[src/rtl/poly_compress.sv]
// poly_compress: reduces coefficient pairs mod q=3329, compresses each to D bits and buffers them
// in a credit-controlled FIFO. Define POLY_COMPRESS_ADDR_CHECK_EN to enable the address-order checker.
module poly_compress #(
    parameter int unsigned D          = 4,
    parameter int unsigned FIFO_DEPTH = 4
) (
    input  logic         clk,
    input  logic         reset,
    input  logic         set,
    input  logic         start,
    input  logic         in_valid,
    output logic         in_ready,
    input  logic [6:0]   in_addr,
    input  logic [15:0]  in_data_a,
    input  logic [15:0]  in_data_b,
    output logic         out_valid,
    input  logic         out_ready,
    output logic [6:0]   out_addr,
    output logic [D-1:0] out_a,
    output logic [D-1:0] out_b,
    output logic         done,
    output logic         err
);
    localparam int unsigned Q         = 3329;
    localparam int unsigned HALF_Q    = 1664;
    localparam int unsigned BARRETT_M = 5039;      // floor(2^24 / q)
    localparam int unsigned DIV_M     = 10321340;  // ceil(2^35 / q), exact for numerators < 2^23
    localparam int unsigned DIV_S     = 35;
    localparam int unsigned AW        = $clog2(FIFO_DEPTH);
    localparam int unsigned CW        = AW + 1;
    localparam int unsigned SW        = AW + 2;
    localparam int unsigned PAIRS     = 128;

    typedef struct packed {
        logic [6:0]   addr;
        logic [D-1:0] a;
        logic [D-1:0] b;
    } entry_t;

    // Quotient estimate floor(x/q), exact or one low for 16-bit x
    function automatic logic [4:0] quot_est(input logic [15:0] x);
        logic [28:0] p;
        p = 29'(x) * 29'(BARRETT_M);
        return 5'(p >> 24);
    endfunction

    function automatic logic [11:0] reduce(input logic [15:0] x, input logic [4:0] t);
        logic [16:0] r0;
        r0 = 17'(x) - 17'(t) * 17'(Q);
        if (r0 >= 17'(Q)) begin
            r0 = r0 - 17'(Q);
        end
        return 12'(r0);
    endfunction

    // floor(((r << D) + (q-1)/2) / q) mod 2^D via reciprocal multiply
    function automatic logic [D-1:0] compress(input logic [11:0] r);
        logic [47:0] n;
        logic [47:0] p;
        n = (48'(r) << D) + 48'(HALF_Q);
        p = n * 48'(DIV_M);
        return D'(p >> DIV_S);
    endfunction

    logic          accept;
    logic          v1, v2, v3;
    logic [6:0]    addr1, addr2, addr3;
    logic [15:0]   xa1, xb1;
    logic [4:0]    ta1, tb1;
    logic [11:0]   ra2, rb2;
    logic [D-1:0]  ca3, cb3;

    entry_t        mem [FIFO_DEPTH];
    entry_t        head;
    logic [AW-1:0] wptr, rptr;
    logic [CW-1:0] count;
    logic [SW-1:0] credit_used;
    logic          push, pop;
    logic [7:0]    pair_cnt;

    assign accept = in_valid & in_ready;
    assign push   = set & v3;
    assign pop    = out_valid & out_ready;

    // A pop this cycle frees a slot in time for the pair accepted now
    assign credit_used = SW'(count) + SW'(v1) + SW'(v2) + SW'(v3) - SW'(pop);
    assign in_ready    = reset & set & (credit_used < SW'(FIFO_DEPTH));
    assign out_valid   = set & (count != '0);

    assign head     = mem[rptr];
    assign out_addr = (count != '0) ? head.addr : '0;
    assign out_a    = (count != '0) ? head.a    : '0;
    assign out_b    = (count != '0) ? head.b    : '0;

    // Three-stage reduce/compress pipeline, both lanes in lockstep
    always_ff @(posedge clk or negedge reset) begin
        if (!reset) begin
            v1    <= 1'b0;
            v2    <= 1'b0;
            v3    <= 1'b0;
            addr1 <= '0;
            addr2 <= '0;
            addr3 <= '0;
            xa1   <= '0;
            xb1   <= '0;
            ta1   <= '0;
            tb1   <= '0;
            ra2   <= '0;
            rb2   <= '0;
            ca3   <= '0;
            cb3   <= '0;
        end else if (set) begin
            v1    <= accept;
            addr1 <= in_addr;
            xa1   <= in_data_a;
            xb1   <= in_data_b;
            ta1   <= quot_est(in_data_a);
            tb1   <= quot_est(in_data_b);
            v2    <= v1;
            addr2 <= addr1;
            ra2   <= reduce(xa1, ta1);
            rb2   <= reduce(xb1, tb1);
            v3    <= v2;
            addr3 <= addr2;
            ca3   <= compress(ra2);
            cb3   <= compress(rb2);
        end
    end

    always_ff @(posedge clk) begin
        if (push) begin
            mem[wptr] <= '{addr: addr3, a: ca3, b: cb3};
        end
    end

    always_ff @(posedge clk or negedge reset) begin
        if (!reset) begin
            wptr  <= '0;
            rptr  <= '0;
            count <= '0;
        end else begin
            if (push) begin
                wptr <= wptr + AW'(1);
            end
            if (pop) begin
                rptr <= rptr + AW'(1);
            end
            count <= count + CW'(push) - CW'(pop);
        end
    end

    // Delivered-pair counter; start takes priority over a coincident transfer
    always_ff @(posedge clk or negedge reset) begin
        if (!reset) begin
            pair_cnt <= '0;
            done     <= 1'b0;
        end else if (set) begin
            if (start) begin
                pair_cnt <= '0;
                done     <= 1'b0;
            end else if (pop && !done) begin
                pair_cnt <= pair_cnt + 8'd1;
                if (pair_cnt == 8'(PAIRS - 1)) begin
                    done <= 1'b1;
                end
            end
        end
    end

`ifdef POLY_COMPRESS_ADDR_CHECK_EN
    logic [6:0] exp_idx;

    always_ff @(posedge clk or negedge reset) begin
        if (!reset) begin
            exp_idx <= '0;
            err     <= 1'b0;
        end else if (set) begin
            if (start) begin
                exp_idx <= '0;
                err     <= 1'b0;
            end else if (accept) begin
                exp_idx <= exp_idx + 7'd1;
                if (in_addr != exp_idx) begin
                    err <= 1'b1;
                end
            end
        end
    end
`else
    assign err = 1'b0;
`endif

endmodule

[config.mk]
export PLATFORM = sky130hd
export DESIGN_NAME = poly_compress
export DESIGN_NICKNAME = d
export VERILOG_FILES = /design/src/rtl/poly_compress.sv
export SDC_FILE = /design/constraint.sdc
export NUM_CORES = 1
export LEC_CHECK = 0
export CAP_MARGIN = 20
export CORE_ASPECT_RATIO = 0.75
export CORE_MARGIN = 2
export CORE_UTILIZATION = 70
export CTS_BUF_LIST = sky130_fd_sc_hd__clkbuf_8
export CTS_CLUSTER_SIZE = 16
export DETAILED_ROUTE_END_ITERATION = 8
export PLACE_DENSITY = 0.89
export SYNTH_ARGS = -nofsm -noshare
export SYNTH_HDL_FRONTEND = slang
export SYNTH_SLANG_ARGS = --single-unit
[constraint.sdc]
create_clock -name clk -period 13.18 [get_ports clk]
set_input_delay 1.977 -clock clk [delete_from_list [all_inputs] [get_ports clk]]
set_output_delay 1.977 -clock clk [all_outputs]
set_load 0.02 [all_outputs]
==> out/metrics.yaml, run 1 <==
ant_nets: 0
overflow: 0
htree_levels: 4
rsz0062_at_grt: "no"
fp-row-count: 61
first_pass_iters: 8
via_count: 17900
layout_commonest_cell: "inv_1"
synthDistinctLibCells: 101
final_cell_mix: "inv_1 (626), ha_1 (497), fa_1 (403)"
max_slew.worst_pin.slew_ns: 0.911
finalSetupTns_ns: 0
viasPerCell: 5.88
cp_slowest_cell: "buf_4"
cp-startpoint: "set"
postCtsHoldBufs: 0
fin_nets: 3469
rr_startpoint: "ra2[3]"
drive_above_1_share_pct: 5.79
cp-endpoint: "in_ready"
numClockSinks: 174
synthFlopType: "dfrtp_1"
path_buf_inv: 5
synthArstFlopShare_pct: 65.5
grt_usage_pct: 31.2
fp.dieArea_mm2: 0.0398
initial_utilization_pct: 71.6
finClkSkew_ns: 0.0241
critical_path_class: "in -> out"
fin_crit_ns: 7.94
status: "finished, final reports clean"
path_delay_family: "buffers and inverters"
syn_inst: 2469
ios: 64
worstPathMaxFanout: 79
wl_per_cell_um: 19.1
portBuffers: 62
clk_latency_ns: 0.50
fmax_mhz: 126
path_cells: "buf_4 > inv_1 > nor2_1 > nand2_1 > inv_1 > ha_1 > inv_1 > fa_1 > ha_1 > a31o_2 > nor3_1 > o211a_1 > clkdlybuf4s50_1"
numCtsBuffers: 17
cts-root-buf: "clkbuf_8"
hold_ws_ns: 0.518
postCtsSetupRepairBufs: 0
finalSetupViolCount: 0
synth_area_mm2: 0.0267
path_clk_slew_ns: 0.10
cts_tree: "done"
drc: 0
cpMostUsedCell: "inv_1"
synth_nets: 3414
drt-total-wl_um: 58100
cpPeakStageDelay_ns: 0.66
coreArea_mm2: 0.0373
post_cts_resized: 0
yosysSeqAreaShare_pct: 17.4
grt_pass1_wl_um: 98600
die_w_um: 230
clock_path_buffers: 2
r2r_end: "ca3[2]"
syn_area_per_cell_um2: 10.8
final_hold_viol_count: 0
drv_slew: 0
antenna_found_initial: 0
dp_hpwl_um: 48900
finalWeightedCongestion: 0.983
post-route-period-util_pct: 60.3
r2r_slack_ns: 5.25
critPathArrivalTime_ns: 5.97
ys_warn_count: 0
syn2layout_area_growth_pct: 6.01
startpoint_type: "input pin"
maxCapViolCount: 0
maxSlewHeadroom_pct: 38.9
synth_seq_cells: 174
crit_cells: 13
first_iter_violations: 1216
synth_edf_count: 60
antennaDiodeCount: 0
worstHoldPathType: "reg -> reg"
reg2reg_depth: 28
crit_path_end_kind: "output pin"
grt_pass1_vias: 19500
die_h_um: 173
cp.required_ns: 11.20
grt_max_degree: 80
## logic make-up (layout without fill, tap and decap cells)
| family | Yosys count | count (layout) | share of synthesized area, % |
|---|---|---|---|
| fa+ha+maj | 900 | 900 | 53.5 |
| mux | 70 | 70 | 3.58 |
| flops | 174 | 174 | 17.4 |
| buf+inv | 655 | 723 | 9.22 |
| compound gates | 274 | 274 | 7.49 |
| other cells | 1 | 1 | 0.0140 |
| xor+xnor | 84 | 84 | 2.78 |
| simple gates | 311 | 311 | 6.02 |
## worst min path at each step
stage	startpoint	endpoint	slack, ns	depth (start not counted)
after floorplan	cb3[0]	mem[0][0]	0.47	0
after global placement	addr1[0]	addr2[0]	0.48	1
after detailed placement	addr2[5]	addr3[5]	0.49	1
after CTS	addr2[5]	addr3[5]	0.52	1
after global routing	addr2[5]	addr2[5]	0.54	1
final	addr1[3]	addr1[3]	0.52	1
## layout make-up
cell class	instances	area (um^2)
Tap cell	504	631
Inverter	625	2350
Sequential cell	174	4650
Clock inverter	15	184
Fill cell	2419	9000
Multi-Input combinational cell	1640	19600
Clock buffer	17	234
Timing Repair Buffer	66	669
## worst register-to-register path: cells and delay by family, from the launching register on
kind | cells | cell delay [ns]
simple gates | 6 | 1.32
flops | 1 | 0.47
buf+inv | 4 | 0.37
mux | 1 | 0.28
xor+xnor | 1 | 0.63
fa+ha+maj | 9 | 3.13
compound gates | 7 | 1.61
## stage by stage
| step | area (um^2) | worst slack [ns] | cells | utilization [%] |
|---|---|---|---|---|
| 2_1_floorplan | 26700 | 6.48 | 2469 | - |
| 6_report | 28300 | 5.24 | 3041 | 75.9 |
| 3_5_place_dp | 27900 | 5.34 | 3007 | 74.7 |
| 3_3_place_gp | 27900 | 5.60 | 3007 | 74.7 |
| 4_1_cts | 28300 | 5.30 | 3039 | 75.8 |
| 5_1_grt | 28300 | 4.83 | 3041 | 75.9 |
## layer usage
layer,track usage [%],routed length (um),share of wire [%],vias to the layer above
met2,50.4,27400,47,559
met4,6.09,808,1.4,0
met3,5.05,3850,6.6,81
met1,45.2,26000,45,9114
li1,-,-,-,8129
met5,0,0,0,-
## synth_stat cells (all sizes together), types with 20 or more instances
cell type	count	share of area, %
ha	497	23
o21ai	61	1.2
nor3	25	0.53
dfrtp	114	11
nand3	26	0.53
xnor2	48	1.6
clkbuf	23	0.32
nand2	72	1.0
edfxtp	60	6.7
fa	403	30
mux2	48	2.0
inv	625	8.8
nor2b	20	0.47
xor2	36	1.2
nor2	72	1.0
a21o	32	0.90
a21oi	61	1.2
## registers in the layout (all words and copies together) (netlist names), 3 cells and up
| signal | count |
|---|---|
| mem | 60 |
| xa1 | 16 |
| xb1 | 16 |
| ra2 | 12 |
| rb2 | 12 |
| pair_cnt | 8 |
| addr1 | 7 |
| addr2 | 7 |
| addr3 | 7 |
| ta1 | 5 |
| tb1 | 5 |
| ca3 | 4 |
| cb3 | 4 |
| count | 3 |
Power of run 1 is not shown: default switching activity piles up to over one toggle a cycle in this logic, so the estimate is an artifact.
==> inputs of run 2 (changes only) <==
Settings changed: CORE_UTILIZATION 70 to 66, PLACE_DENSITY 0.89 to 0.84.
Clock period 13.18 ns to 7.4 ns, I/O delays scaled along.
==> out/metrics.yaml, run 2 (synthesized netlist as in run 1, its figures left out) <==
overflow: 0
cts_tree: "done"
max_slew.worst_pin.slew_ns: 0.867
status: "finished, final reports clean"
grt_usage_pct: 30.0
multi_input_area_mm2: 0.0196
htree_levels: 4
cp.required_ns: 7.73
drt-total-wl_um: 59000
viasPerCell: 5.75
clk_latency_ns: 0.46
seq_area_mm2: 0.00465
n_fill_cell: 2779
finalSetupViolCount: 0
ant_nets: 0
maxCapViolCount: 0
antennaDiodeCount: 0
maxSlewHeadroom_pct: 42.2
syn2layout_area_growth_pct: 6.75
fin_nets: 3487
clock_path_buffers: 2
die_w_um: 236
die_h_um: 178
fp-row-count: 63
layout_commonest_cell: "inv_1"
worstPathMaxFanout: 6
post-route-period-util_pct: 94.1
largest_register_ffs: 60
post-place-ws_ns: 0.292
final_hold_viol_count: 0
regMostFlops: "mem"
critPathArrivalTime_ns: 7.30
fin_crit_ns: 6.97
coreArea_mm2: 0.0397
finalWeightedCongestion: 1.01
numCtsBuffers: 17
startpoint_type: "flop"
numClockSinks: 174
initial_utilization_pct: 67.2
drc: 0
setup_ws_ns: 0.434
hold_ws_ns: 0.519
fp.dieArea_mm2: 0.0421
ios: 64
via_count: 17700
final_cell_mix: "inv_1 (624), ha_1 (497), fa_1 (403)"
cts-root-buf: "clkbuf_8"
grt_pass1_vias: 19600
top_regs: "mem: 60 flops, xa1: 16 flops, xb1: 16 flops"
path_clk_slew_ns: 0.10
critical_path_class: "reg -> reg"
grt_max_degree: 84
wl_per_cell_um: 19.2
fmax_mhz: 144
worstHoldPathType: "reg -> reg"
first_iter_violations: 928
crit_path_end_kind: "flop"
finClkSkew_ns: 0.0213
antenna_found_initial: 0
portBuffers: 62
first_pass_iters: 5
drv_slew: 0
grt_pass1_wl_um: 99500
dp_hpwl_um: 50400
drive_above_1_share_pct: 6.65
run 2: cell types whose count changed in the layout (fill, tap and decap cells not counted), sizes merged:
| cell | change |
|---|---|
| buf | +18 |
| bufinv | -2 |
| clkbuf | +2 |
| clkinv | +1 |
| clkinvlp | -2 |
| inv | +1 |
run 2: final timing paths:
check                      startpoint   endpoint  slack [ns]  cells past startpoint
max                            ra2[3]     ca3[2]        0.43                     24
min                          addr3[0]  mem[1][8]        0.52                      0
max reg2reg                    ra2[3]     ca3[2]        0.43                     24
min reg2reg                  addr3[0]  mem[1][8]        0.52                      0
max in group asynchronous       reset     xa1[2]        5.71                      3
min in group asynchronous       reset     cb3[2]        0.57                      1
run 2: final cells by class:
type                       instances  area share [%]
timing repair buffer              84            2.89
clock inverter                    13           0.579
inverter                         625            8.23
sequential                       174            16.3
clock buffer                      19           0.917
multi-input combinational       1640            68.8
tap                              520            2.28
run 2: per-layer routing:
layer	vias to the layer above	share of wire, %	GRT usage, %
met3	88	6.8	5.97
met2	535	47	49.5
met4	0	1.7	6.17
met5	-	0	0
met1	8884	44	41.8
li1	8183	-	-
run 2: what timing repair did:
action                     CTS  global route
resized for setup            0             3
buffers inserted             0             0
hold buffers                 0             0
setup endpoints to repair    0             3
run 2: worst max-delay path, stage by stage, from the launching register on:
cell       delay [ns]
dfrtp_1          0.47
ha_1             0.27
nor3_2           0.19
nor2_1           0.11
xnor2_1          0.16
ha_1             0.36
inv_1            0.12
ha_1             0.36
inv_1            0.12
fa_1             0.55
inv_1            0.06
fa_1             0.51
fa_1             0.52
fa_1             0.51
ha_1             0.31
ha_1             0.32
and4_1           0.22
a2111oi_0        0.38
o21ai_0          0.20
a21oi_1          0.24
buf_4            0.19
o21bai_1         0.10
a211oi_1         0.25
a21oi_1          0.06
mux2_2           0.27
run 2: metrics by stage:
| step | cells | util, % | area [um^2] | TNS, ns |
|---|---|---|---|---|
| final | 3075 | 71.8 | 28500 | 0 |
| after global routing | 3075 | 71.8 | 28500 | -0.00609 |
| after CTS | 3072 | 71.6 | 28400 | 0 |
| after detailed placement | 3040 | 70.5 | 28000 | 0 |
| after global placement | 3040 | 70.5 | 28000 | 0 |
| after floorplan | 2469 | - | 26700 | 0 |
Power of run 2 is left out for the same reason.
